--- src/rtl/rv32i_pkg.sv ---
// Shared RV32I encodings: opcodes, sequencer states, datapath select codes
// and trap causes. The decoder and datapath import the same constants.
package rv32i_pkg;

    // Base opcodes (inst[6:0])
    localparam logic [6:0] OPC_LOAD   = 7'b0000011;
    localparam logic [6:0] OPC_FENCE  = 7'b0001111;
    localparam logic [6:0] OPC_OPIMM  = 7'b0010011;
    localparam logic [6:0] OPC_AUIPC  = 7'b0010111;
    localparam logic [6:0] OPC_STORE  = 7'b0100011;
    localparam logic [6:0] OPC_OP     = 7'b0110011;
    localparam logic [6:0] OPC_LUI    = 7'b0110111;
    localparam logic [6:0] OPC_BRANCH = 7'b1100011;
    localparam logic [6:0] OPC_JALR   = 7'b1100111;
    localparam logic [6:0] OPC_JAL    = 7'b1101111;
    localparam logic [6:0] OPC_SYSTEM = 7'b1110011;

    // Sequencer states; the encoding is visible on the debug state port
    typedef enum logic [2:0] {
        ST_FETCH  = 3'd0,
        ST_DECODE = 3'd1,
        ST_EXEC   = 3'd2,
        ST_MEM    = 3'd3,
        ST_WB     = 3'd4,
        ST_TRAP   = 3'd5
    } state_t;

    // Instruction classes the sequencer distinguishes
    typedef enum logic [3:0] {
        CL_ILLEGAL,
        CL_OP,
        CL_OPIMM,
        CL_LUI,
        CL_AUIPC,
        CL_BRANCH,
        CL_JAL,
        CL_JALR,
        CL_LOAD,
        CL_STORE,
        CL_FENCE,
        CL_SYSTEM
    } op_class_t;

    // Next-PC source
    localparam logic [1:0] PC_SEL_PLUS4 = 2'd0;
    localparam logic [1:0] PC_SEL_IMM   = 2'd1;
    localparam logic [1:0] PC_SEL_ALU   = 2'd2;

    // Register write-back source
    localparam logic [1:0] WB_SEL_ALU  = 2'd0;
    localparam logic [1:0] WB_SEL_MEM  = 2'd1;
    localparam logic [1:0] WB_SEL_PC4  = 2'd2;
    localparam logic [1:0] WB_SEL_UIMM = 2'd3;

    // Immediate format
    localparam logic [2:0] IMM_SEL_I = 3'd0;
    localparam logic [2:0] IMM_SEL_S = 3'd1;
    localparam logic [2:0] IMM_SEL_B = 3'd2;
    localparam logic [2:0] IMM_SEL_U = 3'd3;
    localparam logic [2:0] IMM_SEL_J = 3'd4;

    // Trap causes
    localparam logic [1:0] CAUSE_NONE    = 2'd0;
    localparam logic [1:0] CAUSE_ILLEGAL = 2'd1;
    localparam logic [1:0] CAUSE_TIMEOUT = 2'd2;
    localparam logic [1:0] CAUSE_ECALL   = 2'd3;

    // Map an opcode to its sequencing class; anything unlisted is illegal
    function automatic op_class_t classify(input logic [6:0] opc);
        op_class_t cls;
        case (opc)
            OPC_OP:     cls = CL_OP;
            OPC_OPIMM:  cls = CL_OPIMM;
            OPC_LUI:    cls = CL_LUI;
            OPC_AUIPC:  cls = CL_AUIPC;
            OPC_BRANCH: cls = CL_BRANCH;
            OPC_JAL:    cls = CL_JAL;
            OPC_JALR:   cls = CL_JALR;
            OPC_LOAD:   cls = CL_LOAD;
            OPC_STORE:  cls = CL_STORE;
            OPC_FENCE:  cls = CL_FENCE;
            OPC_SYSTEM: cls = CL_SYSTEM;
            default:    cls = CL_ILLEGAL;
        endcase
        return cls;
    endfunction

endpackage

--- src/rtl/rv32i_mc_control_if.sv ---
// Shared memory port handshake between the control sequencer (master)
// and the memory subsystem (slave).
interface rv32i_mc_control_if;
    logic mem_req;
    logic mem_we;
    logic mem_addr_sel;
    logic mem_ready;

    modport master (
        output mem_req,
        output mem_we,
        output mem_addr_sel,
        input  mem_ready
    );

    modport slave (
        input  mem_req,
        input  mem_we,
        input  mem_addr_sel,
        output mem_ready
    );
endinterface

--- src/rtl/mem_wait_timer.sv ---
// Counts cycles a memory request has been waiting. expire flags the last
// cycle the request may still complete; if mem_ready is absent on that
// cycle the sequencer traps.
module mem_wait_timer #(
    parameter int MEM_TIMEOUT = 16
) (
    input  logic clk,
    input  logic rst_n,
    input  logic clear,
    input  logic count_en,
    output logic expire
);
    localparam int CW = $clog2(MEM_TIMEOUT + 1);

    logic [CW-1:0] count_reg;

    // Wait counter: clear has priority, otherwise count waiting cycles
    always_ff @(posedge clk or negedge rst_n) begin
        if (!rst_n) begin
            count_reg <= '0;
        end else if (clear) begin
            count_reg <= '0;
        end else if (count_en) begin
            count_reg <= count_reg + 1'b1;
        end
    end

    assign expire = (count_reg == CW'(MEM_TIMEOUT - 1));

endmodule

--- src/rtl/rv32i_mc_control.sv ---
// Multi-cycle RV32I control sequencer: FETCH/DECODE/EXEC/MEM/WB with a
// trap sink, shared memory port handshake, wait timeout and instret.
module rv32i_mc_control
    import rv32i_pkg::*;
#(
    parameter int MEM_TIMEOUT = 16
) (
    input  logic                      clk,
    input  logic                      rst_n,
    input  logic [6:0]                opcode,
    input  logic [2:0]                fun3,
    input  logic                      br_taken,
    rv32i_mc_control_if.master        mem,
    output logic                      ir_we,
    output logic                      pc_we,
    output logic [1:0]                pc_sel,
    output logic                      alu_src_a,
    output logic                      alu_src_b,
    output logic [2:0]                imm_sel,
    output logic                      reg_we,
    output logic [1:0]                wb_sel,
    output logic                      trap,
    output logic [1:0]                trap_cause,
    output logic [2:0]                state,
    output logic [31:0]               instret
);

    state_t      state_reg, state_next;
    logic [1:0]  cause_reg, cause_next;
    logic [31:0] instret_reg;
    logic        run_reg;
    op_class_t   op_class;
    logic        mem_req_c, mem_we_c, mem_addr_sel_c;
    logic        wait_clear, wait_count_en, wait_expire;

    // fun3 is part of the decoder contract; every SYSTEM/FENCE variant is
    // sequenced identically, so the sequencer itself does not look at it.
    logic unused_fun3;
    assign unused_fun3 = ^fun3;

    assign op_class = classify(opcode);

    // A request is outstanding only in FETCH/MEM once running. The timer
    // enable is derived from state directly to keep it off the output path.
    assign wait_count_en = run_reg && ((state_reg == ST_FETCH) || (state_reg == ST_MEM))
                           && !mem.mem_ready;
    assign wait_clear    = !wait_count_en;

    mem_wait_timer #(
        .MEM_TIMEOUT (MEM_TIMEOUT)
    ) u_mem_wait_timer (
        .clk      (clk),
        .rst_n    (rst_n),
        .clear    (wait_clear),
        .count_en (wait_count_en),
        .expire   (wait_expire)
    );

    // Run flag: keeps every enable low while reset is held and until the
    // first clock edge after release.
    always_ff @(posedge clk or negedge rst_n) begin
        if (!rst_n) begin
            run_reg <= 1'b0;
        end else begin
            run_reg <= 1'b1;
        end
    end

    // State, trap cause and retired-instruction registers
    always_ff @(posedge clk or negedge rst_n) begin
        if (!rst_n) begin
            state_reg   <= ST_FETCH;
            cause_reg   <= CAUSE_NONE;
            instret_reg <= '0;
        end else begin
            state_reg <= state_next;
            cause_reg <= cause_next;
            if (pc_we) begin
                instret_reg <= instret_reg + 32'd1;
            end
        end
    end

    // Next-state and output decode from state and instruction class
    always_comb begin
        state_next     = state_reg;
        cause_next     = cause_reg;
        mem_req_c      = 1'b0;
        mem_we_c       = 1'b0;
        mem_addr_sel_c = 1'b0;
        ir_we          = 1'b0;
        pc_we          = 1'b0;
        pc_sel         = PC_SEL_PLUS4;
        alu_src_a      = 1'b0;
        alu_src_b      = 1'b0;
        imm_sel        = IMM_SEL_I;
        reg_we         = 1'b0;
        wb_sel         = WB_SEL_ALU;

        if (run_reg) begin
            // Operand and immediate selects are meaningful once IR is loaded
            if ((state_reg == ST_DECODE) || (state_reg == ST_EXEC) ||
                (state_reg == ST_MEM) || (state_reg == ST_WB)) begin
                case (op_class)
                    CL_STORE:          imm_sel = IMM_SEL_S;
                    CL_BRANCH:         imm_sel = IMM_SEL_B;
                    CL_LUI, CL_AUIPC:  imm_sel = IMM_SEL_U;
                    CL_JAL:            imm_sel = IMM_SEL_J;
                    default:           imm_sel = IMM_SEL_I;
                endcase
                alu_src_a = (op_class == CL_AUIPC) || (op_class == CL_JAL) ||
                            (op_class == CL_BRANCH);
                alu_src_b = !((op_class == CL_OP) || (op_class == CL_BRANCH));
            end

            case (state_reg)
                ST_FETCH: begin
                    mem_req_c = 1'b1;
                    if (mem.mem_ready) begin
                        ir_we      = 1'b1;
                        state_next = ST_DECODE;
                    end else if (wait_expire) begin
                        state_next = ST_TRAP;
                        cause_next = CAUSE_TIMEOUT;
                    end
                end

                ST_DECODE: begin
                    case (op_class)
                        CL_ILLEGAL: begin
                            state_next = ST_TRAP;
                            cause_next = CAUSE_ILLEGAL;
                        end
                        CL_SYSTEM: begin
                            state_next = ST_TRAP;
                            cause_next = CAUSE_ECALL;
                        end
                        default: state_next = ST_EXEC;
                    endcase
                end

                ST_EXEC: begin
                    case (op_class)
                        CL_BRANCH: begin
                            pc_we      = 1'b1;
                            pc_sel     = br_taken ? PC_SEL_IMM : PC_SEL_PLUS4;
                            state_next = ST_FETCH;
                        end
                        CL_FENCE: begin
                            pc_we      = 1'b1;
                            state_next = ST_FETCH;
                        end
                        CL_LOAD, CL_STORE: state_next = ST_MEM;
                        default:           state_next = ST_WB;
                    endcase
                end

                ST_MEM: begin
                    mem_req_c      = 1'b1;
                    mem_addr_sel_c = 1'b1;
                    mem_we_c       = (op_class == CL_STORE);
                    if (mem.mem_ready) begin
                        if (op_class == CL_STORE) begin
                            pc_we      = 1'b1;
                            state_next = ST_FETCH;
                        end else begin
                            state_next = ST_WB;
                        end
                    end else if (wait_expire) begin
                        state_next = ST_TRAP;
                        cause_next = CAUSE_TIMEOUT;
                    end
                end

                ST_WB: begin
                    reg_we     = 1'b1;
                    pc_we      = 1'b1;
                    state_next = ST_FETCH;
                    case (op_class)
                        CL_LOAD:         wb_sel = WB_SEL_MEM;
                        CL_JAL, CL_JALR: wb_sel = WB_SEL_PC4;
                        CL_LUI:          wb_sel = WB_SEL_UIMM;
                        default:         wb_sel = WB_SEL_ALU;
                    endcase
                    case (op_class)
                        CL_JAL:  pc_sel = PC_SEL_IMM;
                        CL_JALR: pc_sel = PC_SEL_ALU;
                        default: pc_sel = PC_SEL_PLUS4;
                    endcase
                end

                ST_TRAP: begin
                    // Terminal: everything stays low until reset
                end

                default: begin
                    state_next = ST_FETCH;
                end
            endcase
        end
    end

    assign mem.mem_req      = mem_req_c;
    assign mem.mem_we       = mem_we_c;
    assign mem.mem_addr_sel = mem_addr_sel_c;

    assign state      = state_reg;
    assign trap       = (state_reg == ST_TRAP);
    assign trap_cause = cause_reg;
    assign instret    = instret_reg;

endmodule

--- src/flat_wrapper.sv ---
// flat-port wrapper written by rule: the top's interface ports become plain ports
module rv32i_mc_control_flat import rv32i_pkg::*;
#(
    parameter int MEM_TIMEOUT = 16
)
  (clk, rst_n, opcode, fun3, br_taken, ir_we, pc_we, pc_sel, alu_src_a, alu_src_b, imm_sel, reg_we, wb_sel, trap, trap_cause, state, instret, mem_mem_req, mem_mem_we, mem_mem_addr_sel, mem_mem_ready);
  rv32i_mc_control_if mem_i ();
  input  logic clk;
  input  logic rst_n;
  input  logic [6:0] opcode;
  input  logic [2:0] fun3;
  input  logic br_taken;
  output logic ir_we;
  output logic pc_we;
  output logic [1:0] pc_sel;
  output logic alu_src_a;
  output logic alu_src_b;
  output logic [2:0] imm_sel;
  output logic reg_we;
  output logic [1:0] wb_sel;
  output logic trap;
  output logic [1:0] trap_cause;
  output logic [2:0] state;
  output logic [31:0] instret;
  output wire logic [$bits(mem_i.mem_req)-1:0] mem_mem_req;
  output wire logic [$bits(mem_i.mem_we)-1:0] mem_mem_we;
  output wire logic [$bits(mem_i.mem_addr_sel)-1:0] mem_mem_addr_sel;
  input wire logic [$bits(mem_i.mem_ready)-1:0] mem_mem_ready;
  assign mem_mem_req = mem_i.mem_req;
  assign mem_mem_we = mem_i.mem_we;
  assign mem_mem_addr_sel = mem_i.mem_addr_sel;
  assign mem_i.mem_ready = mem_mem_ready;
  rv32i_mc_control #(.MEM_TIMEOUT(MEM_TIMEOUT)) u_core (.clk(clk), .rst_n(rst_n), .opcode(opcode), .fun3(fun3), .br_taken(br_taken), .mem(mem_i), .ir_we(ir_we), .pc_we(pc_we), .pc_sel(pc_sel), .alu_src_a(alu_src_a), .alu_src_b(alu_src_b), .imm_sel(imm_sel), .reg_we(reg_we), .wb_sel(wb_sel), .trap(trap), .trap_cause(trap_cause), .state(state), .instret(instret));
endmodule
--- config.mk ---
export PLATFORM = sky130hd
export DESIGN_NAME = rv32i_mc_control_flat
export DESIGN_NICKNAME = d
export VERILOG_FILES = /design/src/rtl/rv32i_pkg.sv /design/src/rtl/rv32i_mc_control_if.sv /design/src/rtl/mem_wait_timer.sv /design/src/rtl/rv32i_mc_control.sv /design/src/flat_wrapper.sv
export SDC_FILE = /design/constraint.sdc
export NUM_CORES = 1
export LEC_CHECK = 0
export CAP_MARGIN = 20
export CORE_MARGIN = 2
export CORE_UTILIZATION = 40
export CTS_BUF_LIST = sky130_fd_sc_hd__clkbuf_8
export CTS_CLUSTER_DIAMETER = 50
export DETAILED_ROUTE_END_ITERATION = 16
export PLACE_DENSITY = 0.68
export SYNTH_ARGS = -nofsm -noshare
export SYNTH_HDL_FRONTEND = slang
export SYNTH_SLANG_ARGS = --single-unit
export TNS_END_PERCENT = 5
--- constraint.sdc ---
create_clock -name clk -period 5.88 [get_ports clk]
set_input_delay 1.764 -clock clk [delete_from_list [all_inputs] [get_ports clk]]
set_output_delay 1.764 -clock clk [all_outputs]
set_load 0.005 [all_outputs]
Yosys cells after proc, flatten, opt, wreduce, memory -nomap -nowiden
Index checks and enable logic that the tools add are counted. W data, S select, Z words.

Register bits: 43. Bits of input ports: 14. Output and inout port bits: 53. Word-level logic and storage cells: 104.

Add/subtract/negate cells: 2. Equal/unequal tests: 30. Muxes and demuxes: 44. Bitwise gates (word level): 1. Reductions and logical operators: 22.

Operators by type and width (number): $pmux W4 S11 (1); $add A32 B1 Y32 const B (1); $eq A7 B7 Y1 const B (4); $eq A7 B6 Y1 const B (3); $mux W3 (7); $mux W1 (20); $eq A4 B3 Y1 const B (4); $eq A4 B4 Y1 const B (4); $pmux W2 S2 (4); $pmux W3 S5 (1); $eq A7 B5 Y1 const B (2); $mux W2 (6); $pmux W3 S4 (1); $reduce_or A2 Y1 (6); $eq A7 B2 Y1 const B (1); $eq A7 B4 Y1 const B (1); $logic_or A1 B1 Y1 (7); $eq A3 B2 Y1 const B (2); $eq A3 B3 Y1 const B (2); $pmux W2 S3 (1); $pmux W3 S2 (1); $add A5 B1 Y5 const B (1); $eq A5 B4 Y1 const B (1); $mux W5 (1); other kinds (15) (17).

Depth between registers and ports, before layout
Depth in word-level cells: 7. Depth in mapped cells: 8. Mapped depth without buffers: 8.

By module
Synthesis repeated with hierarchy kept, for this count alone.

Cell total of the unflattened synthesis: 271. Area, all modules: 2636.3 um2.

Modules (own cells, without submodules): rv32i_mc_control (times used 1, cells each 248, area each 2366.0 um2, sequential area each 950.9 um2); mem_wait_timer (times used 1, cells each 23, area each 270.3 um2, sequential area each 125.1 um2).

Worst setup path before layout
No wires, ideal clock.

Path type: input -> output. From: input port opcode[3]. To: output port pc_we. Data arrival time: 2.754 ns. Slack: 1.362 ns. Stages: 4. Path through: buf_2 > and4bb_2 > o2111ai_2 > nand3_1.

Longest elaborated chain between the ends: 7.

Ends and longest elaborated chain: from (decl) (line flat_wrapper.sv:10) `input logic [6:0] opcode;`; $eq A7 B7 Y1 (tied with other cells) (line rv32i_pkg.sv:71) `case (opc)`; $pmux W4 S11 * (line rv32i_pkg.sv:71); $eq A4 B4 Y1 (tied with other cells) (line rv32i_mc_control.sv:163) `if (op_class == CL_STORE) begin`; $mux W1 / $reduce_or A2 Y1 (equally long branches); $mux W1 (on tied branches) (line rv32i_mc_control.sv:162, rv32i_mc_control.sv:143); $pmux W1 S3 * (line rv32i_mc_control.sv:116) `case (state_reg)`; $mux W1 * (line rv32i_mc_control.sv:100) `if (run_reg) begin`; to (decl) (line flat_wrapper.sv:14) `output logic pc_we;`.

Every way passes the cells marked *; elsewhere a longest branch is shown, timed or not.

Worst setup path in the final report
From: input port opcode[4]. To: output port pc_sel[0].

Longest elaborated chain between the ends: 6.

Ends and longest elaborated chain: $eq A7 B7 Y1 (tied with other cells) (line rv32i_pkg.sv:71); $pmux W4 S11 * (line rv32i_pkg.sv:71); $eq A4 B3 Y1 (on tied branches) (line rv32i_mc_control.sv:185, rv32i_mc_control.sv:143); $pmux W2 S2 / $mux W2 (equally long branches) (line rv32i_mc_control.sv:185, rv32i_mc_control.sv:143); $pmux W2 S2 * (line rv32i_mc_control.sv:116); $mux W2 * (line rv32i_mc_control.sv:100); to (decl) (line flat_wrapper.sv:15) `output logic [1:0] pc_sel;`.

Marks and branches as above.

==> summary.md <==
| Metric | Value |
|---|---|
| Post-layout power | ~0.82 mW |
| Max reg flops | 32 |
| Area Growth Syn to Fin | 32.9% |
| Initial antenna violation count | 0 |
| Clock Tree Root | clkbuf_8 |
| Total of max-cap violations | 0 |
| Status | finished clean |
| Post-synth top flop | dfrtp_1 |
| Routability cong. | about 0.85 |
| CTS tree | yes |
| Core Region | between 0.006 and 0.007 mm² |
| Ports | between 60 and 70 |
| Cell count after placement | ~400 |
| M3 GR Usage | 0.0356 |
| Total CTS buffers | 5 |
| Worst r2r src | u_core.state[1] |
| RSZ-0062 raised after global routing | no |
| Initial DRT Pass Iterations | 4 |
| Crit path launch type | input port |
| Diode count | 0 |
| Pint | 0.537 mW |
| Layout cells sized above 1 | 0.0858 |
| Clk_lat worst skew | approximately 300 ps |
| GR Util All Layers | 0.178 |
| Vias in the first global route | 2,118 |
| Final HPWL DP | about 4.5 mm |
| Syn Area/Cell | roughly 9.4 µm² |
| Synthesized netlist cell count | roughly 270 |
| Port buffer count | 63 |
| GRT met2 Usage | 0.279 |
| Clock power frac | 0.249 |
| Hold slack | approximately 470 ps |
| Register area share after synthesis | 0.424 |
| Syn. warnings | 0 |
| Fin nets | roughly 350 |
| Fmax | 0.177 GHz |
| DIE AREA | 0.00699 mm² |
| Grt ovf | 0 |
| Switching share of power | 0.341 |
| Kind of critical path | in -> out |
| Post-layout min period | between 5000 and 6000 ps |
| Min-Delay Startpoint | u_core.u_mem_wait_timer.count_reg[0] |
| Crit. End Element | output pin |
| Die Wd | about 84 µm |
| DRC | 0 |
| GR Util met1 | 0.254 |
| CP Max Fanout | 15 |
| Final setup violation count | 0 |
| Clock Tree Buf Depth | 2 |
| Slowest stage cell on the critical path | clkdlybuf4s50_1 |
| Cells on worst reg2reg path | 5 |
| Final Hold Fails | 0 |
| Mapped Nets | 286 |
| Post-synth EDFFs | 0 |
| Initial Util | 0.406 |
| RR Endpoint | u_core.instret[13] |
| DR iter-0 viols | 113 |
| Routed wire per std cell | between 10 and 15 µm |
| Clock Skew | 13.3 ps |
| Worst rel slew slack | 0.383 |
| Crit-path cells | clkdlybuf4s50_1 > xor2_1 > nor2_1 > nor2_1 > or3_1 > o21ai_0 > clkdlybuf4s50_1 |
| Die Height | about 84 µm |
| Comb pwr share | 0.294 |
| WHS Path Cells | 1 |
| Synth unique cells | 49 |
| Critical path buffers and inverters | 2 |
| CP Data Required Time | 4120 ps |
| Max-slew violation count | 0 |
| Row count | 29 |
| FF-to-FF setup slack | 3500 ps |
| Clk sinks | 43 |
| Clock transition at path regs | approximately 80 ps |
| Top Usage Layer GRT | met2 |
| Cell Count, Final, Fillers Out | between 400 and 500 |
| Worst hold path class | reg -> reg |
| Worst EP arrival | 3890 ps |
| Detailed Route WL | slightly above 6 mm |
| Setup Buffers After CTS | 0 |
| Pwr Density | about 240 mW/mm² |
| Fin Setup TNS | 0 ps |
| End of the worst hold path | u_core.u_mem_wait_timer.count_reg[0] |
| First-pass GRT wire length | ~10 mm |
| VDD IR max | roughly 0.13 mV |
| Vias post-DR | around 2.3k |
| Post-synthesis cell area | approximately 0.0025 mm² |
| Sequential share of power | 0.457 |
| Largest net degree at the start of global routing | between 40 and 50 |
| Async set-reset flop share out of synthesis | 1.00 |
| #FFs+latches synth | between 40 and 50 |
| # resized after CTS | 0 |
| Slew @ Worst Pin | approximately 930 ps |
| Final period utilization | 0.962 |
| Vias per cell | approximately 5.5 |
| Net Sw Power | between 0.2 and 0.3 mW |
| Post-route antenna net violation count | 0 |
| H-tree lvl count | 2 |
| Hold_buf cts | 0 |
| Filler Cell Count | 590 |
| CP delay by family, top | buffers and inverters |
| Slowest stage delay, CP | approximately 760 ps |
| Leakage | 1.33 nW |
| Origin of the worst setup path | opcode[4] |
cell usage after synthesis, drive strengths merged, types with 6 or more instances:
| cell type | number | area [µm²] |
|---|---|---|
| a21oi | 12 | 60.1 |
| nor2 | 20 | 75.1 |
| nor3 | 7 | 35.0 |
| clkbuf | 8 | 30.0 |
| nand3 | 24 | 120 |
| nand4 | 8 | 50.1 |
| xor2 | 6 | 52.6 |
| inv | 6 | 22.5 |
| nand2 | 22 | 82.6 |
| xnor2 | 28 | 245 |
| dfrtp | 43 | 1080 |
| and3 | 9 | 56.3 |
| nand2b | 7 | 43.8 |
power groups by stage:
stage | Combinational [mW] | Sequential, mW | Clock (mW)
6_report | 0.240 | 0.373 | 0.203
2_1_floorplan | 0.136 | 0.358 | 0
5_1_grt | 0.265 | 0.381 | 0.225
3_5_place_dp | 0.240 | 0.379 | 0
3_3_place_gp | 0.237 | 0.378 | 0
4_1_cts | 0.241 | 0.373 | 0.209
per-stage QoR:
stage	setup slack (ps)	instance area [µm²]	utilization
global placement	264	3280	0.525
finish	223	3370	0.540
CTS	221	3370	0.540
floorplan	1360	2540	-
global route	80.6	3370	0.540
detailed placement	228	3280	0.525
per-layer routing:
metal | share of wire | routed length, µm
met4 | 0.0069 | 42
met5 | 0 | 0
met3 | 0.050 | 303
met2 | 0.47 | 2860
met1 | 0.47 | 2900
cell families after synthesis:
family / after synthesis / share of synthesized area
multiplexers: 2 / 0.00839
other: 1 / 0.00148
XOR/XNOR: 34 / 0.117
buffers and inverters: 15 / 0.0227
AND/OR/NAND/NOR: 133 / 0.300
AO/OA/AOI/OAI: 38 / 0.111
adder cells (fa/ha/maj): 3 / 0.0148
flip-flops: 43 / 0.424
placed cells by master, fill, tap and decap left out, drive strengths merged, types with 4 or more instances in the layout:
cell and instances:
nand2b 7, buf 8, a31oi 5, xor2 6
xnor2 28, nor4 5, nor3 7, and3b 4
and2 5, nand3 24, clkdlybuf4s50 62, inv 9
dfrtp 43, nor3b 5, a21oi 12, nand4 8
nand2 22, and3 9, clkbuf 5, nor2 20
o21ai 5
how the worst max path moves through the flow:
stage / to / slack (ps) / cells past startpoint
floorplan: pc_we / 1360 / 4
global placement: pc_sel[0] / 260 / 7
detailed placement: pc_sel[0] / 230 / 7
CTS: pc_sel[0] / 220 / 7
global route: pc_sel[0] / 80 / 7
finish: pc_sel[0] / 220 / 7
cell type report:
| cell class | count | area [µm²] | share of cell area |
|---|---|---|---|
| Multi-Input combinational cell | 211 | 1400 | 0.416 |
| Clock inverter | 3 | 26.3 | 0.00780 |
| Clock buffer | 5 | 68.8 | 0.0204 |
| Tap cell | 77 | 96.3 | 0.0286 |
| Sequential cell | 43 | 1080 | 0.319 |
| Inverter | 6 | 22.5 | 0.00668 |
| Timing Repair Buffer | 70 | 678 | 0.201 |
Power figures use the tool's default switching activity.
